$ cat src/rtl/muldiv_pkg.sv
// Shared definitions for the HI/LO multiply/divide unit: op encodings, FSM
// states and the quotient written on a divide by zero.
package muldiv_pkg;

    localparam int DEFAULT_WIDTH = 32;

    typedef enum logic [2:0] {
        OP_MULT  = 3'd0,
        OP_MULTU = 3'd1,
        OP_DIV   = 3'd2,
        OP_DIVU  = 3'd3,
        OP_MTHI  = 3'd4,
        OP_MTLO  = 3'd5
    } op_e;

    typedef enum logic [1:0] {
        IDLE,
        RUN,
        FIX
    } state_e;

    // Sliced down to WIDTH by the user; wide enough for any sane operand size.
    localparam logic [63:0] DIV0_QUOTIENT = '1;

endpackage

$ cat src/rtl/muldiv_iter.sv
// One-bit-per-cycle datapath on unsigned magnitudes: shift-add multiply or
// restoring shift-subtract divide, sharing a single 2*WIDTH accumulator.
module muldiv_iter #(
    parameter int WIDTH = 32
) (
    input  logic                 clk,
    input  logic                 load,
    input  logic                 step,
    input  logic                 is_div,
    input  logic [WIDTH-1:0]     a_mag,
    input  logic [WIDTH-1:0]     b_mag,
    output logic [2*WIDTH-1:0]   acc
);

    logic [WIDTH-1:0] operand;
    logic             div_mode;
    logic [WIDTH:0]   mul_sum;
    logic [WIDTH:0]   div_shift;
    logic [WIDTH-1:0] div_diff;
    logic             div_ge;

    // Multiply keeps {partial product, multiplier}; divide keeps {remainder, dividend/quotient}.
    always_comb begin
        mul_sum   = {1'b0, acc[2*WIDTH-1:WIDTH]}
                  + {1'b0, (acc[0] ? operand : {WIDTH{1'b0}})};
        div_shift = {acc[2*WIDTH-1:WIDTH], acc[WIDTH-1]};
        div_ge    = (div_shift >= {1'b0, operand});
        div_diff  = div_shift[WIDTH-1:0] - operand;
    end

    always_ff @(posedge clk) begin
        if (load) begin
            acc      <= is_div ? {{WIDTH{1'b0}}, a_mag} : {{WIDTH{1'b0}}, b_mag};
            operand  <= is_div ? b_mag : a_mag;
            div_mode <= is_div;
        end else if (step) begin
            if (div_mode) begin
                if (div_ge)
                    acc <= {div_diff, acc[WIDTH-2:0], 1'b1};
                else
                    acc <= {div_shift[WIDTH-1:0], acc[WIDTH-2:0], 1'b0};
            end else begin
                acc <= {mul_sum, acc[WIDTH-1:1]};
            end
        end
    end

endmodule

$ cat src/rtl/muldiv_unit.sv
// MIPS HI/LO multiply/divide unit: FSM, iteration counter, sign handling and
// the architectural HI/LO registers around the unsigned iterative datapath.
module muldiv_unit
    import muldiv_pkg::*;
#(
    parameter int WIDTH = DEFAULT_WIDTH
) (
    input  logic             clk,
    input  logic             reset,
    input  logic             start,
    input  logic [2:0]       op,
    input  logic [WIDTH-1:0] rs_data,
    input  logic [WIDTH-1:0] rt_data,
    output logic             busy,
    output logic             done,
    output logic [WIDTH-1:0] hi,
    output logic [WIDTH-1:0] lo
);

    localparam int CW = $clog2(WIDTH);

    state_e             state;
    logic [CW-1:0]      count;
    logic               neg_q;
    logic               neg_r;
    logic               div_mode;
    logic               div_zero;
    logic [WIDTH-1:0]   dividend;

    logic               signed_op;
    logic               div_op;
    logic               md_op;
    logic               accept;
    logic [WIDTH-1:0]   a_mag;
    logic [WIDTH-1:0]   b_mag;
    logic [2*WIDTH-1:0] acc;
    logic [2*WIDTH-1:0] prod;
    logic [WIDTH-1:0]   quot;
    logic [WIDTH-1:0]   rem;
    logic [WIDTH-1:0]   fix_hi;
    logic [WIDTH-1:0]   fix_lo;

    always_comb begin
        signed_op = (op == OP_MULT) || (op == OP_DIV);
        div_op    = (op == OP_DIV) || (op == OP_DIVU);
        md_op     = op inside {OP_MULT, OP_MULTU, OP_DIV, OP_DIVU};
        accept    = (state == IDLE) && start && md_op;
        a_mag     = (signed_op && rs_data[WIDTH-1]) ? -rs_data : rs_data;
        b_mag     = (signed_op && rt_data[WIDTH-1]) ? -rt_data : rt_data;
    end

    // Divide by zero bypasses the datapath result and reports the raw dividend.
    always_comb begin
        quot   = acc[WIDTH-1:0];
        rem    = acc[2*WIDTH-1:WIDTH];
        prod   = neg_q ? -acc : acc;
        fix_hi = prod[2*WIDTH-1:WIDTH];
        fix_lo = prod[WIDTH-1:0];
        if (div_mode) begin
            if (div_zero) begin
                fix_lo = DIV0_QUOTIENT[WIDTH-1:0];
                fix_hi = dividend;
            end else begin
                fix_lo = neg_q ? -quot : quot;
                fix_hi = neg_r ? -rem : rem;
            end
        end
    end

    muldiv_iter #(
        .WIDTH (WIDTH)
    ) u_iter (
        .clk    (clk),
        .load   (accept),
        .step   (state == RUN),
        .is_div (div_op),
        .a_mag  (a_mag),
        .b_mag  (b_mag),
        .acc    (acc)
    );

    // Starts arriving while busy are dropped; control is expected to stall.
    always_ff @(posedge clk) begin
        if (reset) begin
            state    <= IDLE;
            count    <= '0;
            busy     <= 1'b0;
            done     <= 1'b0;
            hi       <= '0;
            lo       <= '0;
            neg_q    <= 1'b0;
            neg_r    <= 1'b0;
            div_mode <= 1'b0;
            div_zero <= 1'b0;
            dividend <= '0;
        end else begin
            done <= 1'b0;
            case (state)
                IDLE: begin
                    if (accept) begin
                        state    <= RUN;
                        count    <= '0;
                        busy     <= 1'b1;
                        neg_q    <= signed_op && (rs_data[WIDTH-1] ^ rt_data[WIDTH-1]);
                        neg_r    <= signed_op && div_op && rs_data[WIDTH-1];
                        div_mode <= div_op;
                        div_zero <= div_op && (rt_data == '0);
                        dividend <= rs_data;
                    end else if (start && (op == OP_MTHI)) begin
                        hi <= rs_data;
                    end else if (start && (op == OP_MTLO)) begin
                        lo <= rs_data;
                    end
                end
                RUN: begin
                    count <= count + CW'(1);
                    if (count == CW'(WIDTH - 1))
                        state <= FIX;
                end
                FIX: begin
                    hi    <= fix_hi;
                    lo    <= fix_lo;
                    done  <= 1'b1;
                    busy  <= 1'b0;
                    count <= '0;
                    state <= IDLE;
                end
                default: state <= IDLE;
            endcase
        end
    end

endmodule

$ cat config.mk
export PLATFORM = sky130hd
export DESIGN_NAME = muldiv_unit
export DESIGN_NICKNAME = d
export VERILOG_FILES = /design/src/rtl/muldiv_pkg.sv /design/src/rtl/muldiv_iter.sv /design/src/rtl/muldiv_unit.sv
export SDC_FILE = /design/constraint.sdc
export NUM_CORES = 1
export LEC_CHECK = 0
export CORE_MARGIN = 2
export CORE_UTILIZATION = 60
export DETAILED_ROUTE_END_ITERATION = 7
export PLACE_DENSITY_LB_ADDON = 0.15
export REMOVE_ABC_BUFFERS = 1
export SYNTH_ARGS = -nofsm -noshare
export SYNTH_HDL_FRONTEND = slang
export SYNTH_SLANG_ARGS = --single-unit
$ cat constraint.sdc
create_clock -name clk -period 5.4 [get_ports clk]
set_clock_uncertainty 0.2 [all_clocks]
set_input_delay 0.81 -clock clk [delete_from_list [all_inputs] [get_ports clk]]
set_output_delay 0.81 -clock clk [all_outputs]
set_load 0.03 [all_outputs]
**Word level (Yosys, flattened, before mapping)**

Index checks and enable logic that the tools add are counted.
W data, S select, Z words.

- Register bits after elaboration: 206
- Latch bits: 0
- Bits in writable memories: 0
- Bits in read-only memories: 0
- Input bits: 70
- Output and inout bits: 66
- Logic and storage cells: 94
- Memories kept: 0

- Add/subtract/negate cells: 8
- $mul: 0
- Divide/modulo/power cells: 0
- Magnitude comparators: 1
- Equal/unequal tests: 14
- Shifts and indexed selects: 0
- Muxes and demuxes: 31
- Bitwise logic cells: 1
- Reductions and logical operators: 25

Operator list:

| cell | count |
|---|---|
| $mux W32 | 16 |
| $mux W64 | 5 |
| $neg A32 Y32 | 4 |
| $pmux W32 S2 | 2 |
| $neg A64 Y64 | 1 |
| $add A32 B32 Y33 | 1 |
| $ge A33 B32 Y1 | 1 |
| $logic_not A32 Y1 | 1 |
| $sub A32 B32 Y32 | 1 |
| $pmux W5 S3 | 1 |
| $logic_and A1 B1 Y1 | 10 |
| $ne A2 B2 Y1 const B | 4 |
| $reduce_and A2 Y1 | 4 |
| $eq A3 B2 Y1 const B | 2 |
| $eq A3 B3 Y1 const B | 2 |
| $add A5 B1 Y5 const B | 1 |
| $eq A5 B5 Y1 const B | 1 |
| $mux W5 | 1 |
| $mux W2 | 2 |
| $ne A2 B1 Y1 const B | 2 |
| $pmux W2 S2 | 1 |
| $reduce_and A4 Y1 | 1 |
| $reduce_bool A2 Y1 | 2 |
| $reduce_bool A4 Y1 | 1 |
| other kinds (11) | 13 |

**Logic depth before layout (Yosys ltp)**

Gate-level depths: netlist of run 1.

- Depth after elaboration: 6
- Mapped depth: 15
- Gate-level depth less buffers: 14

**Cells and area by module**

Synthesis of run 1 repeated with hierarchy kept, for this count alone.

- Cell total of the unflattened synthesis: 2238
- Area total of the unflattened synthesis: 17774.5 um^2

Modules (own cells, without submodules):

| module | instances | cells an instance | area an instance (um^2) | sequential area each (um^2) |
|---|---|---|---|---|
| muldiv_unit | 1 | 1276 | 8906.0 | 2182.1 |
| muldiv_iter | 1 | 962 | 8868.5 | 2912.8 |

**Worst setup path before layout of run 1**

Ideal clock, no wire load.

- Path type: in2reg
- From: input port op[2]
- To: register u_iter.acc[0], enable pin
- Library setup time: 0.424 ns
- Arrival time: 3.331 ns
- Required time: 4.776 ns
- Setup slack: 1.446 ns
- Cell stages on the path: 5
- Path buffers: 3
- Path through: or4b_2 -> clkbuf_1 -> clkbuf_1 -> clkbuf_1 -> nand2_1

- Word-level cells in the longest chain between the ends: 4
- Elaborated cells on any way between the ends: 7
- Those cells by class: 3 x eq/ne; 4 x reduce/logical

Ends and longest elaborated chain:

| item | RTL line | source |
|---|---|---|
| start: declaration | muldiv_unit.sv:11 | `input logic [2:0] op,` |
| $eq A3 B1 Y1 (tied with other cells) | muldiv_unit.sv:46 | `md_op = op inside {OP_MULT, OP_MULTU, OP_DIV, OP_DIVU};` |
| $reduce_bool A4 Y1 (*) | muldiv_unit.sv:46 |  |
| $logic_and A1 B1 Y1 (*) | muldiv_unit.sv:47 | `accept = (state == IDLE) && start && md_op;` |
| $reduce_bool A2 Y1 (no line) (*) | n/a |  |
| end signal: assignment | muldiv_iter.sv:39 | `acc <= {div_diff, acc[WIDTH-2:0], 1'b1};` |
| end signal: assignment | muldiv_iter.sv:41 | `acc <= {div_shift[WIDTH-1:0], acc[WIDTH-2:0], 1'b0};` |
| end signal: assignment | muldiv_iter.sv:43 | `acc <= {mul_sum, acc[WIDTH-1:1]};` |
| end: declaration | muldiv_iter.sv:12 | `output logic [2*WIDTH-1:0] acc` |

Every way passes the cells marked *; elsewhere a longest branch is shown, timed or not.
A chain may end at the register's enable or synchronous reset.

**Final worst setup path of run 1**

- From: register u_iter.acc[0]
- To: register u_iter.acc[60], data pin

- Word-level cells in the longest chain between the ends: 5

Ends and longest elaborated chain:

| item | RTL line | source |
|---|---|---|
| start signal: assignment | muldiv_iter.sv:33 | `acc <= is_div ? {{WIDTH{1'b0}}, a_mag} : {{WIDTH{1'b0}}, b_mag};` |
| start signal: assignment | muldiv_iter.sv:39 |  |
| start signal: assignment | muldiv_iter.sv:41 |  |
| $mux W32 | muldiv_iter.sv:25 | `+ {1'b0, (acc[0] ? operand : {WIDTH{1'b0}})};` |
| $add A32 B32 Y33 | muldiv_iter.sv:25 |  |
| $mux W64 | muldiv_iter.sv:37 | `if (div_mode) begin` |
| $mux W64 | muldiv_iter.sv:36 | `end else if (step) begin` |
| $mux W64 | muldiv_iter.sv:32 | `if (load) begin` |

No other way between the ends. The select of a mux whose other input is x is not followed.

==> results by stage, run 1 <==
Floorplanning:
- Pin placement for this block handled 136 I/O pins.
- The core region is 27100 um2.
- The floorplan step defined a die boundary enclosing 29000 um2.
- The floorplan row count is 60.
- The die boundary height is 170 um.
- The starting density of the core is 61.3%.
- Measured along the x axis, the die boundary spans 170 um.

STA:
- The worst slack on hold paths is 0.253 ns.
- Setup violations remaining at the end of the flow were counted as 0.
- For the pin with the worst max-slew slack, the measured transition is 1.17 ns.
- The minimum period implied by the final worst setup slack is 4.41 ns.
- Static timing analysis puts the maximum clock frequency at 0.227 GHz.
- The worst pin sits at a relative slew slack of 22.0%.
- The hold violation count in the final report is 0.
- The number of pins with negative max-slew slack in the final report came to 0.
- Of the available clock period, the critical path in the final layout requires 81.6%.
- Setup repair after global routing left no endpoint under its margin.

Worst setup path:
- The cell class contributing the biggest share of worst-path delay is compound AO/OA/AOI/OAI gates.
- The largest single stage delay on the critical path is 0.44 ns.
- Data arrives at the worst endpoint at 4.56 ns.
- Along the worst path, the maximum fanout reaches 22.
- The class of the most critical setup path is reg2reg.
- The largest individual stage delay along the critical path comes from the cell sky130_fd_sc_hd__edfxtp_1.
- The nature of the critical path startpoint is a flop.
- The reg2reg setup slack is 0.99 ns.
- The worst setup path is captured at a flop.
- The critical path goes through inv_1 > buf_4 > nor2_1 > ha_1 > o21ai_0 > a21oi_1 > a221o_1 > a31o_2 > a221o_1 > a21oi_1 > o21ai_0 > a31oi_1 > mux2_2 > a211oi_1.
- STA puts the critical path data required time at 5.56 ns.
- The critical path contains buffers and inverters numbering 2 combined.

Yosys:
- The area share of xor/xnor cells in the synthesized design is 10.4%.
- The adder and majority gate portion of the synthesized area is 5.51%.
- Synthesis inferred 206 register bits.
- The synthesized netlist cell count is 2139.
- The multiplexer fraction of the synthesized cell area is 4.93%.
- The yosys synthesis warning count is 0.
- The area of the mapped netlist is 16600 um2.
- Sequential elements use 30.7% of the synthesized area.
- After synthesis, the largest family of logic cells by area is compound AO/OA/AOI/OAI gates.
- The dominant register cell in the synthesized netlist is sky130_fd_sc_hd__dfxtp_1.
- Summing the areas of all compound-gate instances in the mapped netlist gives 23.6% of the synthesized area.
- Of the total synthesized cell area, the portion taken by AND, OR, NAND and NOR gates is 19.9%.
- The post-synthesis async set-or-reset flop share is 0%.
- In this run, distinct cell masters in the synthesized netlist total 77.
- The mean post-synth cell area is 7.77 um2.
- The number of enable flip-flop cells after synthesis is 97.

Hold path:
- The class of the tightest hold or removal check is reg2reg.

Global routing:
- Global routing used 37.7% of the available tracks across all layers.
- Entering global routing, the biggest net connects 67 pins.
- The number of global-route vias before repair is 16000.
- The number of antenna violations at the first check in global routing is 0.
- The global-route wire length before repair is 86500 um.
- Global routing finished with a remaining overflow of 0.

Detailed routing:
- The post-detailed-routing wire length is 55300 um.
- The post-detailed-route wirelength per cell is 21.5 um.
- The first-pass iteration count of the detailed router is 6.
- The count of nets left with antenna violations once routing finished came out at 0.
- For this run, design rule violations remaining after detail routing come to 0.
- The detailed router finished its first iteration with 2319 violations.
- In the routed layout, each cell is associated on average with a via count of 6.54.
- The number of vias in the routed layout is 16800.

CTS:
- The latest clock arrival within the worst-skew pair is 0.53 ns.
- The TritonCTS clock tree is built.
- The count of hold-fix buffers inserted at cts is 0.
- The buffer count from post-CTS setup fixing is 0.
- In this run the clock root is driven by a sky130_fd_sc_hd__clkbuf_16.
- CTS built an H-tree with a depth of 1.
- The clock-pin slew on the worst setup and hold paths is 0.07 ns.
- The post-cts sizing count is 0.
- The clock net sink count is 206.
- In this run, CTS created clock tree buffers numbering 25.
- The number of buffers on the longest clock path is 3.

Power:
- Power spread over the standard cell area amounts to 292 nW/um2.
- The leakage component of the power is 7.09 nW.
- Across the VDD grid, the largest voltage drop is 0.000278 V.
- The total design power is 5.54 mW.

Placed design:
- During placement, the flow inserted port buffers numbering 135.
- The number of placed instances, taps included is 2526.
- The estimated wirelength of the detail-placed design is 39900 um.
- The congestion estimate from routability-driven global placement came to 1.01.

Final layout:
- The finished layout holds 2571 standard cells, fillers aside.
- At the end of the flow, the number of nets in the layout was 2323.
- The fraction of layout instances using a drive strength above 1 is 5.37%.
- The repair_antennas step left the layout with diodes totalling 0.
- The layout-stage area growth over the synthesis result is 14.2%.
- The top cell types in the final layout, fill and taps aside, are 302 x sky130_fd_sc_hd__nand2_1, 229 x sky130_fd_sc_hd__a21oi_1, 192 x sky130_fd_sc_hd__nor2_1.
- The leading cell type in the layout, fill and taps excluded is sky130_fd_sc_hd__nand2_1.
- Once layout is complete, the utilization of the core stands at 70.0%.

Outcome:
- The run finished with clean final reports.

Run:
- Across the run, the number of max-cap violations was 0.
-- cells in the mapped netlist, types with 9 or more instances --
library cell                 n  area share (%)
sky130_fd_sc_hd__nand2_1   303             6.8
sky130_fd_sc_hd__a21oi_1   229             6.9
sky130_fd_sc_hd__nor2_1    194             4.4
sky130_fd_sc_hd__o21ai_0   148             4.5
sky130_fd_sc_hd__clkbuf_1  134             3.0
sky130_fd_sc_hd__xnor2_1   114             6.0
sky130_fd_sc_hd__dfxtp_1   109              13
sky130_fd_sc_hd__edfxtp_1   97              18
sky130_fd_sc_hd__xor2_1     83             4.4
sky130_fd_sc_hd__mux2i_1    74             4.5
sky130_fd_sc_hd__inv_1      71             1.6
sky130_fd_sc_hd__ha_1       70             5.3
sky130_fd_sc_hd__nand3_1    46             1.4
sky130_fd_sc_hd__a21o_1     42             1.9
sky130_fd_sc_hd__nor3_1     42             1.3
sky130_fd_sc_hd__a211oi_1   32             1.4
sky130_fd_sc_hd__o31ai_1    28             1.3
sky130_fd_sc_hd__o221ai_1   25             1.3
sky130_fd_sc_hd__or3_1      22            0.83
sky130_fd_sc_hd__or4_1      17            0.77
sky130_fd_sc_hd__o211ai_1   16            0.72
sky130_fd_sc_hd__nand4_1    14            0.53
sky130_fd_sc_hd__nor4_1     14            0.53
sky130_fd_sc_hd__a31oi_1    13            0.49
sky130_fd_sc_hd__nor2b_1    13            0.49
sky130_fd_sc_hd__nand2b_1   12            0.45
sky130_fd_sc_hd__o41ai_1    12            0.63
sky130_fd_sc_hd__and2_1     10            0.38
sky130_fd_sc_hd__buf_1       9            0.20
-- layer usage --
layer / global-route usage [%] / share of wire [%] / vias up
li1: - / - / 7777
met1: 51.8 / 41 / 7912
met2: 59.2 / 44 / 982
met3: 6.67 / 11 / 146
met4: 14.3 / 3.5 / 0
met5: 0 / 0 / -
-- sequential cells by signal (all words and copies together) (netlist names), 2 cells and up --
register	count
dividend	32
u_iter.operand	32
state	2
u_iter.acc	64
lo	32
hi	32
count	5
-- logic make-up after synthesis --
kind of cell	Yosys count
compound gates	632
xor+xnor	197
fa+ha+maj	72
buf+inv	222
flops	206
mux	81
simple gates	729
-- report_power, final --
group	switching [mW]	leakage, nW	internal, mW
Combinational	1.04	4.87	0.729
Clock	0.719	0.416	1.05
Sequential	0.208	1.81	1.79
-- worst min-delay path, stage by stage (launching register included) --
cell and delay (ns):
sky130_fd_sc_hd__dfxtp_1 0.31, sky130_fd_sc_hd__nand2_1 0.05, sky130_fd_sc_hd__a21oi_1 0.05
-- final timing paths --
kind,from,end,cells past startpoint
setup / recovery,u_iter.acc[0],u_iter.acc[60],14
hold / removal,lo[4],lo[4],2
setup reg to reg,u_iter.acc[0],u_iter.acc[60],14
hold reg to reg,lo[4],lo[4],2
-- per-stage QoR --
stage	setup TNS [ns]	setup slack [ns]	cell area, um2
2_1_floorplan	-42.83	-1.64	16000
3_3_place_gp	0	0.896	18100
3_5_place_dp	0	0.861	18100
4_1_cts	0	1.05	19000
5_1_grt	0	0.785	19000
6_report	0	0.993	19000
-- area by class of cell --
type                    instances  area, um2
well taps                     372        465
repair buffers                165       1590
flip-flops and latches        206       5100
clock inverters                15        175
inverters                      72        273
multi-input cells            1711      10700
clock buffers                  30        684
fillers                      2246       8120
No activity file was read; power rests on OpenSTA's default activity.
==> run 2: changes to the inputs <==
==> constraint.sdc (replaced) <==
create_clock -name clk -period 4.11 [get_ports clk]
set_clock_uncertainty 0.2 [all_clocks]
set_input_delay 0.6165 -clock clk [delete_from_list [all_inputs] [get_ports clk]]
set_output_delay 0.6165 -clock clk [all_outputs]
set_load 0.03 [all_outputs]
==> run 2 against run 1 <==
Hold slack better by 0.0020 ns. Sequential power up 27%. First-iteration DRC count up 9.7%. Total power up 35%. Via count up 2.4%. Setup slack worse by 0.85 ns. Register-to-register slack worse by 0.85 ns. Clock-buffer cell count down 2. Combinational power up 46%. Wire length up 4.3%. Critical path depth down 5. Die area unchanged. Largest cell class unchanged.
==> results by stage, run 2 (synthesis gave the netlist of run 1 again) <==
Worst setup path:
- In this run the worst setup path begins at u_iter.acc[3].
- The nature of the critical path startpoint is a flop.
- The class of the most critical setup path is reg2reg.
- The signal on the critical path passes through or4_4 > or4_1 > or3_4 > nand2b_4 > or2_4 > or2_2 > o21ai_0 > xor2_1 > a2111oi_0.
- The endpoint class of the critical path is a flop.
- The critical-path maximum fanout is 13.
- The cell type of the slowest stage on the worst timing path is sky130_fd_sc_hd__or4_1.
- The worst endpoint required time is 4.33 ns.
- For this run, the slowest stage of the critical path takes 0.61 ns.
- Data arrives at the worst endpoint at 4.19 ns.
- The cell family contributing the most delay on the critical path is simple AND/OR/NAND/NOR gates.
- In this run the critical register-to-register path is launched from u_iter.acc[3].
- The number of buffer and inverter stages on the critical path is 0.

Placed design:
- The final estimated routing congestion in global placement is 0.965.
- The worst setup slack after placement is 0.0429 ns.
- The port buffer count is 135.
- Once detailed placement completed, the half-perimeter wirelength came to 41700 um.
- Summing all placed instances gives a cell area of 18700 um2.

STA:
- Setup repair after global routing left no endpoint under its margin.
- In the finished design, the share of the clock period the worst path needs comes to 96.6%.
- On the final layout, the worst hold slack is 0.255 ns.
- The smallest clock period supported by the final layout is computed as 3.97 ns.
- The total of endpoints with negative setup slack in the final report is 0.
- The worst setup slack after layout is 0.138 ns.
- The worst slew slack as a fraction of its limit is 39.5%.
- The hold violation count in the final report is 0.
- The number of pins with negative max-slew slack in the final report came to 0.
- For the pin with the worst max-slew slack, the measured transition is 0.907 ns.
- The fmax is 0.252 GHz.

CTS:
- The number of buffers on the longest clock path is 3.
- The TritonCTS clock tree is built.
- The master cell of the clock root buffer is sky130_fd_sc_hd__clkbuf_16.
- CTS saw 206 sinks.
- In this run, post-CTS hold repair placed 0 buffers.
- At the later pin of the worst-skew pair, clock insertion delay measures 0.55 ns.
- The clock-pin slew on the worst setup and hold paths is 0.06 ns.
- TritonCTS created 25 clock buffers.
- In this run the number of H-tree levels came out at 1.

Power:
- In this run, flip-flops and latches consume 34.0% of the power.
- Of the total power, the clock network draws 31.8%.
- Internal power comes to 4.83 mW.
- The maximum ir drop on the vdd rail is 0.000288 V.
- The net switching power is 2.66 mW.
- In this run the static leakage power is 7.49 nW.
- The combinational share of power is 34.3%.
- For this design the ratio of total power to cell area is 381 nW/um2.
- The switching power as a share of total power is 35.5%.

Final layout:
- More flip-flops sit in one register than any other, and that register is u_iter.acc.
- The leading cell type in the layout, fill and taps excluded is sky130_fd_sc_hd__nand2_1.
- For this run, the post-layout net count is 2397.
- In the layout the commonest cells are 302 x sky130_fd_sc_hd__nand2_1, 228 x sky130_fd_sc_hd__a21oi_1, 192 x sky130_fd_sc_hd__nor2_1.
- The fraction of layout instances using a drive strength above 1 is 8.62%.
- Once layout is done, the placed cells without fillers occupy 19600 um2.
- The number of flip-flops under the largest register name is 64.
- 0 antenna diodes ended up in the layout.
- The layout-stage area growth over the synthesis result is 18.2%.

Global routing:
- Entering global routing, the biggest net connects 71 pins.
- The number of global-route vias before repair is 16200.
- In the global route stage, overall resource usage came out at 39.0%.
- The global-route wire length before repair is 89200 um.
- The sum of overflow across all layers after global routing is 0.
- The number of antenna violations at the first check in global routing is 1.

Floorplanning:
- The x dimension of the die is 170 um.
- The floorplan row count is 60.
- The overall die area is 29000 um2.
- Once the floorplan was initialized, standard cells occupied 61.3% of the core.
- Measured along the y axis, the die boundary spans 170 um.
- The core footprint is 27100 um2.
- The top-level I/O count is 136.

Detailed routing:
- The DRC violation count after routing is 0.
- The number of violations reported at the end of detailed-routing iteration 0 is 2543.
- The count of nets left with antenna violations once routing finished came out at 0.
- The first TritonRoute pass finished after 6 iterations.
- The final route contains 17200 vias.
- Dividing the detail-routed via count by the number of cells gives 6.51.
- After detailed routing, the total wire length is 57600 um.
- In the final routed layout, each cell accounts on average for 21.8 um.

Outcome:
- The flow ran to the end, and the final reports show no timing, DRC or antenna violations.

Hold path:
- The tightest min-delay check is of the reg2reg type.
- The startpoint of the worst hold path is lo[4].

Run:
- The count of max-cap constraint violations is 0.
run 2: cell types whose count changed in the layout (fill, tap and decap cells not counted), moves of 2 or more:
| cell | change |
|---|---|
| sky130_fd_sc_hd__clkinv_4 | -2 |
| sky130_fd_sc_hd__buf_4 | +67 |
| sky130_fd_sc_hd__clkinv_2 | +4 |
| sky130_fd_sc_hd__clkbuf_8 | -2 |
| sky130_fd_sc_hd__buf_12 | +6 |
| sky130_fd_sc_hd__inv_6 | -2 |
run 2: power by group through the flow:
stage | Sequential, mW | Combinational (mW) | Clock [mW]
global placement | 2.57 | 2.44 | 0
CTS | 2.54 | 2.51 | 2.38
finish | 2.54 | 2.57 | 2.38
global route | 2.56 | 2.79 | 2.46
floorplan | 2.60 | 1.61 | 0
detailed placement | 2.58 | 2.48 | 0
run 2: worst paths after layout:
| kind | end | cells past startpoint | slack [ns] |
|---|---|---|---|
| max | hi[13] | 9 | 0.14 |
| min | lo[4] | 2 | 0.26 |
| max reg2reg | hi[13] | 9 | 0.14 |
| min reg2reg | lo[4] | 2 | 0.26 |
run 2: routing by layer:
metal  global-route usage [%]  vias up  part of all wire [%]
li1                         -     7910                     -
met2                     60.8     1116                    44
met3                     6.33      149                    12
met5                        0        -                 0.092
met4                     15.2        2                   3.6
met1                     54.3     8045                    40
run 2: worst min-delay path, delay by kind of cell, from the launching register on:
kind | cells | cell delay (ns)
compound gates | 1 | 0.05
simple gates | 1 | 0.05
flops | 1 | 0.31
run 2: layout make-up:
type	instances	area (um2)
clock buffers	28	657
inverters	72	273
repair buffers	239	2220
multi-input cells	1711	10700
clock inverters	18	216
well taps	372	465
fillers	2148	7460
flip-flops and latches	206	5100
run 2: timing repair:
action	4_1_cts	5_1_grt
resized for setup	0	6
setup buffers	0	3
endpoints found under the setup margin	0	5
run 2: per-stage QoR:
stage | total power [mW] | std cells | util, % | setup TNS [ns]
finish | 7.49 | 2646 | 72.5 | 0
global route | 7.80 | 2646 | 72.5 | 0
CTS | 7.42 | 2643 | 72.3 | 0
detailed placement | 5.06 | 2597 | 69.1 | 0
global placement | 5.01 | 2597 | 69.1 | 0
floorplan | 4.21 | 1989 | - | -127.92
==> run 3: changes to the inputs <==
--- a/config.mk
+++ b/config.mk
@@ -8,6 +8,7 @@
 export CORE_MARGIN = 2
 export CORE_UTILIZATION = 60
 export DETAILED_ROUTE_END_ITERATION = 7
+export GPL_TIMING_DRIVEN = 1
 export PLACE_DENSITY_LB_ADDON = 0.15
 export REMOVE_ABC_BUFFERS = 1
 export SYNTH_ARGS = -nofsm -noshare
==> results of run 3 <==
Same layout as run 2: the final DEF is identical, and so are final timing and power.
